### src/rtl/guess_responder.sv
// guess_responder: MCU-side end of the guess/timing protocol.
// Announces BEGIN_GUESSING after arm, receives START + CODE_LEN guess bytes + END,
// compares against the latched secret one byte per CMP_CYCLES cycles with early
// exit, then replies YES or NO. Reply latency leaks the matching-prefix length.
// Ports:
//   CLK_50, RST_N             clock, async active-low reset
//   arm                       session start pulse (honoured only in IDLE)
//   secret                    secret bytes, byte i at [8i+7:8i], latched on arm
//   rx_valid, rx_data         received byte strobe and data
//   tx_valid, tx_data,
//   tx_ready                  transmit handshake towards the byte PHY
//   busy                      high whenever not IDLE
//   unlocked                  sticky after YES, cleared by next arm
//   attempt_count             replies sent this session, saturating
//   rx_drop                   pulse when an rx byte arrives where it cannot be used
module guess_responder #(
  parameter int CODE_LEN   = 16,
  parameter int CMP_CYCLES = 4,
  parameter int ATTEMPT_W  = 16
) (
  input  logic                    CLK_50,
  input  logic                    RST_N,
  input  logic                    arm,
  input  logic [8*CODE_LEN-1:0]   secret,
  input  logic                    rx_valid,
  input  logic [7:0]              rx_data,
  output logic                    tx_valid,
  output logic [7:0]              tx_data,
  input  logic                    tx_ready,
  output logic                    busy,
  output logic                    unlocked,
  output logic [ATTEMPT_W-1:0]    attempt_count,
  output logic                    rx_drop
);

  localparam int IDX_W = (CODE_LEN > 1) ? $clog2(CODE_LEN) : 1;
  localparam int CNT_W = (CMP_CYCLES > 1) ? $clog2(CMP_CYCLES) : 1;
  localparam logic [IDX_W-1:0] IDX_LAST = IDX_W'(CODE_LEN - 1);
  localparam logic [CNT_W-1:0] CNT_LAST = CNT_W'(CMP_CYCLES - 1);

  localparam logic [7:0] B_START = 8'h01;
  localparam logic [7:0] B_BEGIN = 8'h02;
  localparam logic [7:0] B_YES   = 8'h03;
  localparam logic [7:0] B_NO    = 8'h04;
  localparam logic [7:0] B_END   = 8'h05;

  typedef enum logic [2:0] {
    S_IDLE, S_ANNOUNCE, S_WAIT_START, S_RECV, S_WAIT_END, S_COMPARE, S_REPLY
  } state_t;

  state_t               state_q, state_n;
  logic [IDX_W-1:0]     idx_q, idx_n;
  logic [IDX_W-1:0]     i_q, i_n;
  logic [CNT_W-1:0]     cnt_q, cnt_n;
  logic                 yes_q, yes_n;
  logic                 unl_n;
  logic [ATTEMPT_W-1:0] att_n;
  logic                 latch, store, drop_n;
  logic [7:0]           tx_data_n;
  logic [7:0]           sec_q   [CODE_LEN];
  logic [7:0]           guess_q [CODE_LEN];
  logic [1:0]           rst_sync;
  logic                 rst_n_i;

  // Assert asynchronously, release on the clock so all state leaves reset together.
  always_ff @(posedge CLK_50 or negedge RST_N) begin
    if (!RST_N) rst_sync <= '0;
    else        rst_sync <= {rst_sync[0], 1'b1};
  end
  assign rst_n_i = rst_sync[1];

  always_comb begin
    state_n = state_q;
    idx_n   = idx_q;
    i_n     = i_q;
    cnt_n   = cnt_q;
    yes_n   = yes_q;
    unl_n   = unlocked;
    att_n   = attempt_count;
    latch   = 1'b0;
    store   = 1'b0;
    drop_n  = 1'b0;
    unique case (state_q)
      S_IDLE: begin
        if (arm) begin
          latch   = 1'b1;
          unl_n   = 1'b0;
          att_n   = '0;
          state_n = S_ANNOUNCE;
        end
      end
      S_ANNOUNCE: begin
        drop_n = rx_valid;
        if (tx_ready) state_n = S_WAIT_START;
      end
      S_WAIT_START: begin
        if (rx_valid && rx_data == B_START) begin
          idx_n   = '0;
          state_n = S_RECV;
        end
      end
      S_RECV: begin
        if (rx_valid) begin
          store = 1'b1;
          if (idx_q == IDX_LAST) state_n = S_WAIT_END;
          else                   idx_n   = idx_q + 1'b1;
        end
      end
      S_WAIT_END: begin
        if (rx_valid) begin
          if (rx_data == B_END) begin
            i_n     = '0;
            cnt_n   = '0;
            state_n = S_COMPARE;
          end else begin
            yes_n   = 1'b0;
            state_n = S_REPLY;
          end
        end
      end
      S_COMPARE: begin
        drop_n = rx_valid;
        if (cnt_q == CNT_LAST) begin
          if (guess_q[i_q] != sec_q[i_q]) begin
            yes_n   = 1'b0;
            state_n = S_REPLY;
          end else if (i_q == IDX_LAST) begin
            yes_n   = 1'b1;
            state_n = S_REPLY;
          end else begin
            i_n   = i_q + 1'b1;
            cnt_n = '0;
          end
        end else begin
          cnt_n = cnt_q + 1'b1;
        end
      end
      S_REPLY: begin
        drop_n = rx_valid;
        if (tx_ready) begin
          if (!(&attempt_count)) att_n = attempt_count + 1'b1;
          if (yes_q) begin
            unl_n   = 1'b1;
            state_n = S_IDLE;
          end else begin
            state_n = S_WAIT_START;
          end
        end
      end
      default: state_n = S_IDLE;
    endcase

    tx_data_n = 8'h00;
    if (state_n == S_ANNOUNCE)   tx_data_n = B_BEGIN;
    else if (state_n == S_REPLY) tx_data_n = yes_n ? B_YES : B_NO;
  end

  // Outputs are registered from the next state so they change on the same edge as the state.
  always_ff @(posedge CLK_50 or negedge rst_n_i) begin
    if (!rst_n_i) begin
      state_q       <= S_IDLE;
      idx_q         <= '0;
      i_q           <= '0;
      cnt_q         <= '0;
      yes_q         <= 1'b0;
      unlocked      <= 1'b0;
      attempt_count <= '0;
      tx_valid      <= 1'b0;
      tx_data       <= 8'h00;
      busy          <= 1'b0;
      rx_drop       <= 1'b0;
      for (int unsigned b = 0; b < CODE_LEN; b++) sec_q[b] <= '0;
    end else begin
      state_q       <= state_n;
      idx_q         <= idx_n;
      i_q           <= i_n;
      cnt_q         <= cnt_n;
      yes_q         <= yes_n;
      unlocked      <= unl_n;
      attempt_count <= att_n;
      tx_valid      <= (state_n == S_ANNOUNCE) || (state_n == S_REPLY);
      tx_data       <= tx_data_n;
      busy          <= (state_n != S_IDLE);
      rx_drop       <= drop_n;
      if (latch) begin
        for (int unsigned b = 0; b < CODE_LEN; b++) sec_q[b] <= secret[8*b +: 8];
      end
    end
  end

  always_ff @(posedge CLK_50) begin
    if (store) guess_q[idx_q] <= rx_data;
  end

endmodule

### config.mk
export PLATFORM = sky130hd
export DESIGN_NAME = guess_responder
export DESIGN_NICKNAME = d
export VERILOG_FILES = /design/src/rtl/guess_responder.sv
export SDC_FILE = /design/constraint.sdc
export NUM_CORES = 1
export LEC_CHECK = 0
export ABC_CLOCK_PERIOD_IN_PS = 5650
export CAP_MARGIN = 40
export CORE_MARGIN = 2
export CORE_UTILIZATION = 55
export DETAILED_ROUTE_END_ITERATION = 10
export MAX_ROUTING_LAYER = met4
export PLACE_DENSITY = 0.9
export SLEW_MARGIN = 10
export SYNTH_ARGS = -nofsm -noshare
export SYNTH_HDL_FRONTEND = slang
export SYNTH_SLANG_ARGS = --single-unit
### constraint.sdc
create_clock -name CLK_50 -period 5.65 [get_ports CLK_50]
set_input_delay 1.13 -clock CLK_50 [delete_from_list [all_inputs] [get_ports CLK_50]]
set_output_delay 1.13 -clock CLK_50 [all_outputs]
set_load 0.05 [all_outputs]
# [After elaboration in Yosys (flattened, before gate mapping)]
# Memory sizes are Yosys's and may differ from the RTL's.
# Index checks and enable logic that the tools add are counted.
[word_totals] mem_bits_rw=128 memories=1 reg_bits=172 wordCells=133 in_bits=141 out_inout_bits=28
[mem_list] memory="guess_q" depth=16 word_bits=8 read_ports=1 rd_ports_with_merged_regs=0 wr=1 line_no="61" text="logic [7:0] guess_q [CODE_LEN];"
[op_classes] n_lt_le_gt_ge=1 bitwise_logic=1 add_sub_neg=4 eq_ne=28 n_reduce_logical=14 n_mux=56
[ops] op="two-way mux 16 bit" count=3
[ops] op="two-way mux 3 bit" count=13
[ops] op="binary-select mux 8 bit (select 4 bit)" count=1
[ops] op="two-way mux 4 bit" count=8
[ops] op="case mux 16 bit (2 select lines)" count=1
[ops] op="!= test 2 bit (second input constant)" count=12
[ops] op="case mux 3 bit (7 select lines)" count=1
[ops] op="adder 16 x 1 -> 16 bit (second input constant)" count=1
[ops] op="two-way mux 8 bit" count=2
[ops] op="case mux 4 bit (2 select lines)" count=2
[ops] op="AND reduction 16 bit" count=1
[ops] op="two-way mux 1 bit" count=15
[ops] op="two-way mux 2 bit" count=7
[ops] op="== test 3 bit (second input constant)" count=4
[ops] op="AND reduction 4 bit" count=3
[ops] op="adder 4 x 1 -> 4 bit (second input constant)" count=2
[ops] op="== test 4 bit (second input constant)" count=2
[ops] op="== test 8 x 1 -> 1 bit (second input constant)" count=1
[ops] op="== test 8 x 3 -> 1 bit (second input constant)" count=1
[ops] op="!= test 8 bit" count=1
[ops] op="== test 3 x 1 -> 1 bit (second input constant)" count=2
[ops] op="== test 3 x 2 -> 1 bit (second input constant)" count=2
[ops] op="!= test 3 bit (second input constant)" count=2
[ops] op="AND reduction 6 bit" count=1
[ops] op="other kinds (13)" count=16

# [Longest topological paths before layout]
# Gate-level depths: netlist of run 1.
[logic_depth] depth_word=11 ltp_mapped=11 ltp_nobuf=8

# [Least setup slack after synthesis of run 1]
# Ideal clock, no wire load.
[synth_timing] kind="register -> register" startpoint="reg i_q[1]" endpoint="reg i_q[2]" required_ns=5.584 path_buffers=2 setup_ns=0.066 setup_slack_ns=2.762 period_less_slack_ns=2.888 arrival_time_ns=2.823 stages_incl_launch_ff=11 path_cell_list="dfrtp_1 -> buf_1 -> buf_1 -> mux4_2 -> a22oi_1 -> nand2_1 -> xor2_1 -> nor4_2 -> nand3_2 -> or4_1 -> nand2_1"
[synth_between] elab_chain_cells=7 word_cells_on_any_way=15 cone_classes="add/sub: 1; eq/ne: 4; mux: 7; bitwise: 1; reduce/logical: 1; memory: 1"
[synth_rtl] item="start, declared" line_no="53" text="logic [IDX_W-1:0] i_q, i_n;"
[synth_rtl] item="start signal, assigned" line_no="176" text="i_q <= i_n;"
[synth_rtl] item="NOT 4 -> 5 bit (not written as such)" line_no="124" text="if (guess_q[i_q] != sec_q[i_q]) begin"
[synth_rtl] item="binary-select mux 8 bit (select 4 bit)" line_no="124"
[synth_rtl] item="two-way mux 8 bit (not written as such) (2 in a row)" line_no="124"
[synth_rtl] item="!= test 8 bit" line_no="124"
[synth_rtl] item="!= test 2 bit (no line)"
[synth_rtl] item="AND reduction 6 bit (no line)"
# Several ways; a longest one is shown, not always the timed one. The select of a mux whose other input is x is not followed.
# A chain may end at the register's enable or synchronous reset.

# [Final worst setup path of run 1]
[layout_timing] startpoint="reg i_q[0]" endpoint="reg tx_data[1]"
[layout_between] elab_chain_cells=11 word_cells_on_any_way=20 cone_classes="eq/ne: 4; mux: 14; bitwise: 1; memory: 1"
[layout_rtl] item="NOT 4 -> 5 bit (not written as such)" line_no="124"
[layout_rtl] item="binary-select mux 8 bit (select 4 bit)" line_no="124"
[layout_rtl] item="two-way mux 8 bit (not written as such) (2 in a row)" line_no="124"
[layout_rtl] item="!= test 8 bit" line_no="124"
[layout_rtl] item="two-way mux 3 bit or two-way mux 1 bit (tied branches)" line_no="124"
[layout_rtl] item="two-way mux 3 bit or two-way mux 1 bit (tied branches)" line_no="123" text="if (cnt_q == CNT_LAST) begin"
[layout_rtl] item="case mux 3 bit (7 select lines) or case mux 1 bit (2 select lines) (tied branches)" line_no="83" text="unique case (state_q)"
[layout_rtl] item="== test 3 bit or two-way mux 3 bit (tied branches)" line_no="155" text="else if (state_n == S_REPLY) tx_data_n = yes_n ? B_YES : B_NO;"
[layout_rtl] item="two-way mux 3 bit" line_no="155"
[layout_rtl] item="two-way mux 3 bit (*)" line_no="154" text="if (state_n == S_ANNOUNCE) tx_data_n = B_BEGIN;"
[layout_rtl] item="named net tx_data_n[1]" line_no="59" text="logic [7:0] tx_data_n;"
[layout_rtl] item="end signal, assigned" line_no="182" text="tx_data <= tx_data_n;"
[layout_rtl] item="end, declared" line_no="28" text="output logic [7:0] tx_data,"
# Mark *: on every way through the listed nets, which the timed path passes. The rest lies on a longest branch. The select of a mux whose other input is x is not followed.

==> flow_summary.toml, run 1 <==
[yosys]
post_synth_fa_ha_maj_area_fraction_pct = 0.691
synthesis.instances = 790
synth_ff_type = "sky130_fd_sc_hd__dfrtp_1"
synthTopCellsByArea = "sky130_fd_sc_hd__dfrtp_1, sky130_fd_sc_hd__edfxtp_1, sky130_fd_sc_hd__mux2_2"
synth_compound_gate_area_share_pct = 3.89
synth-simple-area-share_pct = 5.51
number_of_synthesized_flops_with_an_enable_pin = 128
synth.mux.area_fraction_pct = 23.0
count_of_warnings_emitted_by_yosys = 0
synthDistinctLibCells = 49
synth_top_family_by_area = "multiplexers"
synthesis_stage_register_bit_count = 295
syn_avg_cell_area_um2 = 16.0
post_synthesis_xor_xnor_area_fraction_pct = 1.38
netlist.area_leader.share_pct = 33.0
synth.cell_area_um2 = 12700
synth.largest_area_cell = "sky130_fd_sc_hd__dfrtp_1"
synth-async-reset-ratio_pct = 56.6
synth_sequential_area_ratio_pct = 63.3

[power_and_ir_drop]
combinationalPowerShare_pct = 18.9
power.static_leakage_nw = 5.86
p_seq_share_pct = 50.0
internal_power_mw = 4.60
p_per_area_nw_per_um2 = 399
vdd_drop_max_mv = 0.267
net_switching_component_of_the_power_mw = 1.60
power.switching_fraction_pct = 25.8
share_clk_of_total_power_pct = 31.0

[clock_tree]
cts-root-to-sink-buffers = 3
tritoncts.num_buffers = 29
post_cts_resized = 0
cts_setup_buffers = 0
cts.htree.levels = 1
clk_pin_slew_ns = 0.06
cts_hold_repair.buffers = 0
tritoncts_num_sinks = 295
clock_insertion_delay_worst_skew_ns = 0.56
cts_tree = "yes"
clock-root-buffer = "sky130_fd_sc_hd__clkbuf_16"

[cells_and_area]
layout_common_cells = "sky130_fd_sc_hd__dfrtp_1, sky130_fd_sc_hd__clkdlybuf4s50_1, sky130_fd_sc_hd__mux2_2"
num_antenna_cells = 0
mostFrequentLayoutCell = "sky130_fd_sc_hd__dfrtp_1"
utilization_pct = 68.6
post_route_cells_drive_above_1_share_pct = 26.8
num-nets-final = 1102
area_grow_syn2layout_pct = 22.5
fill_cells = 1406
stdcell_count = 1262

[floorplanning]
placement_rows = 55
floorplan.initialDensity_pct = 56.0
chipHeight_um = 156
area_of_the_die_um2 = 24300
ios = 169
die-width_um = 156
core-area_um2 = 22600

[worst_setup_path]
kind_of_start_point_of_the_critical_path = "register"
worstPathMaxFanout = 34
cp_data_arrival_time_ns = 4.15
worst-setup-path-type = "reg2reg"
worstSetupEndpointType = "register"
cp_data_required_time_ns = 6.09
timing.critical_path.slowest_cell_delay_ns = 0.87
slowest_stage = "sky130_fd_sc_hd__dfrtp_4"
crit_path_cell_trace = "buf_4, mux4_2, a22oi_1, nand2_1, xor2_1, nor4_2, a21oi_1, nand2b_1, o31ai_1"
register_to_register_setup_slack_ns = 1.94

[timing]
hold_viol_final = 0
timing.final.max_slew_violations = 0
finalSetupTns_ns = 0
least_margin_pin_slew_ns = 0.933
unrepaired_setup_endpoints_after_global_routing = "no"
setup-violations-final = 0
fin_worst_skew_ns = 0.0262
finalCritPeriodShare_pct = 65.6
relSlewSlack_pct = 37.3
achievable-frequency_ghz = 0.270
timing.final.crit_period_ns = 3.71

[global_route]
antenna_violations_before_repair = 0
grt_util_all_layers_pct = 25.4
first_global_vias = 8073
grt_start_max_net_pins = 73
gr-total-overflow = 0
grt_pass1_wl_mm = 45.6

[flow_run]
max_cap_violation_count = 0

[routing]
detail_route.wl_per_cell_um = 23.4
drtIter0Drc = 696
route.detailed.vias_per_inst = 6.01
vias = 7589
drt_first_pass_iters = 5
drc = 0
totalWireLength_mm = 29.5
final_antenna_net_count = 0

[worst_hold_path]
min-delay-path-class = "reg2async"

[place]
hpwl_mm = 20.1
gp_congestion = 0.799
place_inst = 1208
port-buffer-count = 163

[run_status]
status = "completed"
-- through the flow --
stage	hold WS (ns)	area, um2	setup slack, ns	power [mW]
finish	0.345	15500	1.94	6.20
global route	0.396	15500	1.67	6.45
CTS	0.377	15500	1.97	6.22
detailed placement	0.360	14600	1.69	4.29
global placement	0.341	14600	1.87	4.21
floorplan	0.331	12700	0.652	3.85
-- path summary, 6_finish.rpt --
check,start,to,cells past startpoint
max,i_q[0],tx_data[1],9
min,rst_sync[1],cnt_q[1],0
max reg2reg,i_q[0],tx_data[1],9
min reg2reg,rst_sync[1],cnt_q[1],0
max in group asynchronous,rst_sync[1],sec_q[6],1
min in group CLK_50,rst_sync[0],rst_sync[1],0
-- flip-flops by register name, summed over array words and instances, names as in the netlist --
name           count
attempt_count     16
busy               1
cnt_q              2
guess_q          128
i_q                4
idx_q              4
rst_sync           2
rx_drop            1
sec_q            128
state_q            3
tx_data            3
tx_valid           1
unlocked           1
yes_q              1
-- worst max-delay path: cells and delay by family (launching register included) --
family / cells / cell delay, ns
flops: 1 / 0.87
compound gates: 3 / 0.86
simple gates: 3 / 0.77
mux: 1 / 0.53
buf+inv: 1 / 0.39
xor+xnor: 1 / 0.17
-- area by class of cell --
type	instances	area, um2	area share, %
clock buffer	41	801	5.16
clock inverter	13	149	0.959
inverter	9	33.8	0.218
multi-input combinational	441	4400	28.3
sequential	295	8030	51.7
tap	285	357	2.30
timing repair buffer	178	1760	11.3
-- synthesized netlist by cell type, types with 3 or more instances --
library cell,number
sky130_fd_sc_hd__a21oi_1,9
sky130_fd_sc_hd__a22oi_1,32
sky130_fd_sc_hd__and3_1,3
sky130_fd_sc_hd__buf_1,9
sky130_fd_sc_hd__buf_4,8
sky130_fd_sc_hd__buf_6,4
sky130_fd_sc_hd__clkbuf_1,27
sky130_fd_sc_hd__dfrtp_1,167
sky130_fd_sc_hd__edfxtp_1,128
sky130_fd_sc_hd__ha_1,7
sky130_fd_sc_hd__inv_1,9
sky130_fd_sc_hd__mux2_2,129
sky130_fd_sc_hd__mux4_2,64
sky130_fd_sc_hd__nand2_1,42
sky130_fd_sc_hd__nand2b_1,7
sky130_fd_sc_hd__nand3_1,6
sky130_fd_sc_hd__nand4_1,7
sky130_fd_sc_hd__nor2_1,42
sky130_fd_sc_hd__nor2b_1,7
sky130_fd_sc_hd__nor3_1,9
sky130_fd_sc_hd__nor3b_1,4
sky130_fd_sc_hd__o211ai_1,4
sky130_fd_sc_hd__o21ai_0,8
sky130_fd_sc_hd__xor2_1,18
-- cells by family after synthesis --
kind of cell | count (synthesis)
xor gates and xnor gates | 20
muxes | 195
adders and majority gates | 7
other | 2
DFF | 295
and+or+nand+nor | 143
AOI/OAI and AO/OA | 70
buffers and inverters | 58
-- routing by layer --
layer / part of all wire (%) / vias to the layer above / GRT usage, %
met3: 6.4 / 51 / 4.14
met1: 39 / 3907 / 32.1
met4: 2.1 / 0 / 5.72
li1: - / 3336 / -
met2: 53 / 295 / 43.8
met5: 0 / - / -
-- power groups by stage --
stage | Sequential [mW] | Clock (mW) | Combinational [mW]
6_report | 3.10 | 1.92 | 1.17
5_1_grt | 3.15 | 2.03 | 1.26
4_1_cts | 3.09 | 1.95 | 1.18
3_5_place_dp | 3.13 | 0 | 1.17
3_3_place_gp | 3.10 | 0 | 1.11
2_1_floorplan | 3.00 | 0 | 0.848
Note: power is estimated with default switching activity, not from simulation.
==> run 2: changes to the inputs <==
- ABC_CLOCK_PERIOD_IN_PS: 5650 -> 3800
- clock period: 5.65 -> 3.8 ns (I/O delays scaled with it)
==> run 2 against run 1 <==
Cell count rose by 2.0%. Core utilization grew 1.5 points. Total power increased by 52%. Clock power grew 59%. Combinational power grew 52%. Via count is 2.7% higher. Worst setup slack worse by 1.6 ns.
==> flow_summary.toml, run 2 (same netlist as run 1, synthesis figures left out) <==
[timing]
hold_viol_final = 0
timing.final.max_slew_violations = 0
timing.final.crit_period_ns = 3.49
least_margin_pin_slew_ns = 0.836
finalSetupTns_ns = 0
achievable-frequency_ghz = 0.287
worst_hold_slack_ns = 0.345
relSlewSlack_pct = 44.0
finalCritPeriodShare_pct = 91.8
final_critical_path_setup_slack_ns = 0.311
unrepaired_setup_endpoints_after_global_routing = "no"
fin_worst_skew_ns = 0.0122
setup-violations-final = 0

[routing]
drtIter0Drc = 574
detail_route.wl_per_cell_um = 24.0
drt_first_pass_iters = 6
final_antenna_net_count = 0
drc = 0
route.detailed.vias_per_inst = 6.06
totalWireLength_mm = 30.9
vias = 7793

[place]
hpwl_mm = 21.0
gp_congestion = 0.831
port-buffer-count = 163
worst_slack_placed_ns = 0.348

[floorplanning]
area_of_the_die_um2 = 24300
ios = 169
die-width_um = 156
floorplan.initialDensity_pct = 56.0
core-area_um2 = 22600
placement_rows = 55
chipHeight_um = 156

[power_and_ir_drop]
power.switching_fraction_pct = 25.5
internal_power_mw = 7.02
vdd_drop_max_mv = 0.380
power.static_leakage_nw = 6.04
p_seq_share_pct = 48.7
net_switching_component_of_the_power_mw = 2.40
share_clk_of_total_power_pct = 32.4
combinationalPowerShare_pct = 18.9
p_per_area_nw_per_um2 = 594

[clock_tree]
cts_setup_buffers = 0
cts_hold_repair.buffers = 0
cts_tree = "yes"
cts.htree.levels = 1
clock_insertion_delay_worst_skew_ns = 0.56
clock-root-buffer = "sky130_fd_sc_hd__clkbuf_16"
tritoncts_num_sinks = 295
tritoncts.num_buffers = 31
post_cts_resized = 0
clk_pin_slew_ns = 0.06
cts-root-to-sink-buffers = 3

[global_route]
first_global_vias = 8297
gr-total-overflow = 0
grt_start_max_net_pins = 73
grt_pass1_wl_mm = 47.3
antenna_violations_before_repair = 0
grt_util_all_layers_pct = 26.7

[worst_setup_path]
worstPathMaxFanout = 20
worst-setup-path-type = "reg2reg"
worstSetupEndpointType = "register"
reg2regPathDepth = 9
kind_of_start_point_of_the_critical_path = "register"
rr_startpoint = "i_q[0]"
cp_data_required_time_ns = 4.24
timing.critical_path.to = "cnt_q[0]"
register_to_register_setup_slack_ns = 0.31
cp_data_arrival_time_ns = 3.93
crit_start = "i_q[0]"
worstReg2RegEnd = "cnt_q[0]"

[cells_and_area]
post_route_cells_drive_above_1_share_pct = 28.9
num-nets-final = 1125
num_antenna_cells = 0
area_grow_syn2layout_pct = 25.1
mostFrequentLayoutCell = "sky130_fd_sc_hd__dfrtp_1"
biggestRegsByFlops = "guess_q: 128 flops, sec_q: 128 flops, attempt_count: 16 flops"
layout_common_cells = "sky130_fd_sc_hd__dfrtp_1, sky130_fd_sc_hd__clkdlybuf4s50_1, sky130_fd_sc_hd__mux2_2"

[worst_hold_path]
min-delay-path-class = "reg2reg"

[run_status]
status = "completed"

[flow_run]
max_cap_violation_count = 0
==> run 2: changes by cell type in the layout (fill, tap and decap cells not counted), sizes merged <==
| cell | previous run | this run |
|---|---|---|
| buf | 15 | 36 |
| clkbuf | 41 | 44 |
| clkinv | 7 | 6 |
| clkinvlp | 1 | 3 |
==> run 2: power groups by stage <==
stage,combinational [mW],sequential [mW],clock (mW)
global placement,1.68,4.58,0
global route,1.91,4.67,3.23
CTS,1.79,4.58,3.10
floorplan,1.26,4.46,0
finish,1.78,4.58,3.05
detailed placement,1.76,4.62,0
==> run 2: worst min-delay path by stage <==
stage	start	endpoint	slack, ns	depth (start not counted)
floorplan	rst_sync[0]	rst_sync[1]	0.33	0
global placement	rst_sync[0]	rst_sync[1]	0.34	0
detailed placement	rst_sync[0]	rst_sync[1]	0.34	0
CTS	RST_N	rst_sync[1]	0.35	1
global route	RST_N	rst_sync[1]	0.36	1
finish	rst_sync[0]	rst_sync[1]	0.35	0
==> run 2: worst max-delay path: stages, from the launching register on <==
cell and delay [ns]:
sky130_fd_sc_hd__dfrtp_4 0.75, sky130_fd_sc_hd__buf_12 0.27, sky130_fd_sc_hd__mux4_2 0.53, sky130_fd_sc_hd__a22oi_1 0.27, sky130_fd_sc_hd__nand2_1 0.11, sky130_fd_sc_hd__xor2_1 0.18
sky130_fd_sc_hd__nor4_2 0.52, sky130_fd_sc_hd__a31oi_1 0.24, sky130_fd_sc_hd__nand2b_1 0.24, sky130_fd_sc_hd__a31o_2 0.26
==> run 2: through the flow <==
stage | instance area [um2] | utilization, % | std cells | total power [mW]
after floorplan | 12700 | - | 794 | 5.72
after global placement | 14800 | 65.4 | 1229 | 6.26
after detailed placement | 14800 | 65.4 | 1229 | 6.38
after CTS | 15900 | 70.0 | 1287 | 9.47
after global routing | 15900 | 70.0 | 1287 | 9.81
final | 15900 | 70.0 | 1287 | 9.42
==> run 2: area by class of cell <==
class | count | area (um2)
flip-flops and latches | 295 | 8030
fillers | 1406 | 6780
clock inverters | 14 | 160
inverters | 9 | 33.8
multi-input cells | 441 | 4390
well taps | 285 | 357
repair buffers | 199 | 1990
clock buffers | 44 | 895
==> run 2: layer usage <==
layer	wire length [um]	vias up	part of all wire (%)	track usage [%]
li1	-	3381	-	-
met1	11800	3967	38	32.8
met2	15500	355	50	44.5
met3	2180	90	7.0	4.61
met4	1370	0	4.4	10.9
met5	0	-	0	-
==> run 3: changes to the inputs <==
--- a/config.mk
+++ b/config.mk
@@ -6,5 +6,5 @@
 export NUM_CORES = 1
 export LEC_CHECK = 0
-export ABC_CLOCK_PERIOD_IN_PS = 3800
+export ABC_CLOCK_PERIOD_IN_PS = 4500
 export CAP_MARGIN = 40
 export CORE_MARGIN = 2
==> constraint.sdc (replaced) <==
create_clock -name CLK_50 -period 4.5 [get_ports CLK_50]
set_input_delay 0.675 -clock CLK_50 [delete_from_list [all_inputs] [get_ports CLK_50]]
set_output_delay 0.675 -clock CLK_50 [all_outputs]
set_load 0.05 [all_outputs]
==> run 3 against run 2 <==
Register-to-register slack improved by 0.66 ns. Cell count shrank 1.6%. Total power shrank 17%. Combinational power down 16%. Clock-buffer cell count increased by 2. Critical endpoint is now i_q[2]. Largest cell class unchanged.
==> flow_summary.toml, run 3 (same netlist as run 1, synthesis figures left out) <==
[power_and_ir_drop]
fin_total_pwr_mw = 7.81
vdd_drop_max_mv = 0.350
p_per_area_nw_per_um2 = 501
power.static_leakage_nw = 5.89

[worst_setup_path]
worstSetupEndpointType = "register"
cp_data_arrival_time_ns = 4.02
kind_of_start_point_of_the_critical_path = "register"
worstPathMaxFanout = 39
worst-setup-path-type = "reg2reg"
cp_data_required_time_ns = 4.99

[cells_and_area]
num-nets-final = 1105
mostFrequentLayoutCell = "sky130_fd_sc_hd__dfrtp_1"
area_grow_syn2layout_pct = 23.0
biggestRegsByFlops = "guess_q: 128 flops, sec_q: 128 flops, attempt_count: 16 flops"
layout_common_cells = "sky130_fd_sc_hd__dfrtp_1, sky130_fd_sc_hd__clkdlybuf4s50_1, sky130_fd_sc_hd__mux2_2"
stdcell_count = 1266
num_antenna_cells = 0
fill_cells = 1389
post_route_cells_drive_above_1_share_pct = 26.7
design_area_um2 = 15600

[place]
gp_congestion = 0.843
place_inst = 1210
port-buffer-count = 163
hpwl_mm = 19.4
worst_slack_placed_ns = 0.988
place_area_um2 = 14600

[clock_tree]
cts_tree = "yes"
tritoncts.num_buffers = 30
clock_insertion_delay_worst_skew_ns = 0.55
cts_hold_repair.buffers = 0
cts_setup_buffers = 0
clock-root-buffer = "sky130_fd_sc_hd__clkbuf_16"
cts.htree.levels = 1
cts-root-to-sink-buffers = 3
clk_pin_slew_ns = 0.06
post_cts_resized = 0
tritoncts_num_sinks = 295

[routing]
vias = 7674
drc = 0
detail_route.wl_per_cell_um = 23.4
drt_first_pass_iters = 5
final_antenna_net_count = 0
totalWireLength_mm = 29.6
route.detailed.vias_per_inst = 6.06
drtIter0Drc = 772

[global_route]
grt_util_all_layers_pct = 25.2
grt_pass1_wl_mm = 45.2
grt_start_max_net_pins = 166
antenna_violations_before_repair = 0
first_global_vias = 8176
gr-total-overflow = 0

[timing]
achievable-frequency_ghz = 0.283
timing.final.max_slew_violations = 0
relSlewSlack_pct = 39.9
unrepaired_setup_endpoints_after_global_routing = "no"
timing.final.crit_period_ns = 3.53
hold_viol_final = 0
finalCritPeriodShare_pct = 78.5
finalSetupTns_ns = 0
setup-violations-final = 0
final_critical_path_setup_slack_ns = 0.969
fin_worst_skew_ns = 0.00971
least_margin_pin_slew_ns = 0.902

[worst_hold_path]
min-delay-path-class = "in2async"

[floorplanning]
area_of_the_die_um2 = 24300
ios = 169
placement_rows = 55
die-width_um = 156
core-area_um2 = 22600
chipHeight_um = 156
floorplan.initialDensity_pct = 56.0

[flow_run]
max_cap_violation_count = 0

[run_status]
status = "completed"
==> run 3: layer usage <==
metal	GRT usage (%)	up-vias	wire length [um]
li1	-	3334	-
met1	31.1	3874	11200
met2	42.1	375	15000
met3	4.08	91	2150
met4	9.96	0	1220
met5	-	-	0
==> run 3: layout make-up <==
class                      instances  area [um2]  area share (%)
clock buffer                      46         862            5.53
clock inverter                    10         109           0.698
inverter                           9        33.8           0.217
multi-input combinational        441        4390            28.2
sequential                       295        8030            51.5
tap                              285         357            2.29
timing repair buffer             180        1810            11.6
==> run 3: final timing paths <==
| path | startpoint | endpoint | slack (ns) | cells past startpoint |
|---|---|---|---|---|
| hold reg to reg | rst_sync[0] | rst_sync[1] | 0.36 | 0 |
| setup reg to reg | i_q[0] | i_q[2] | 0.97 | 9 |
| hold / removal | RST_N | rst_sync[1] | 0.29 | 1 |
| max in group asynchronous | rst_sync[1] | i_q[0] | 3.29 | 1 |
| min in group CLK_50 | rst_sync[0] | rst_sync[1] | 0.36 | 0 |
| setup / recovery | i_q[0] | i_q[2] | 0.97 | 9 |
==> run 3: per-stage QoR <==
stage                     hold slack [ns]  utilization, %
after floorplan                     0.331               -
final                               0.291            68.9
after global routing                0.287            68.9
after CTS                           0.273            68.9
after detailed placement            0.348            64.6
after global placement              0.339            64.6
==> run 3: report_power, final <==
| group | switching [mW] | internal, mW |
|---|---|---|
| logic | 0.607 | 0.888 |
| registers | 0.394 | 3.47 |
| clock network | 1.01 | 1.44 |
| total | 2.02 | 5.79 |
==> run 3: critical path, stage by stage, from the launching register on <==
cell	delay [ns]
sky130_fd_sc_hd__dfrtp_4	0.71
sky130_fd_sc_hd__buf_12	0.35
sky130_fd_sc_hd__mux4_2	0.56
sky130_fd_sc_hd__a22oi_1	0.24
sky130_fd_sc_hd__nand2_1	0.15
sky130_fd_sc_hd__xor2_1	0.19
sky130_fd_sc_hd__nor4_2	0.47
sky130_fd_sc_hd__nand3_2	0.22
sky130_fd_sc_hd__or4_1	0.50
sky130_fd_sc_hd__nand2_1	0.07
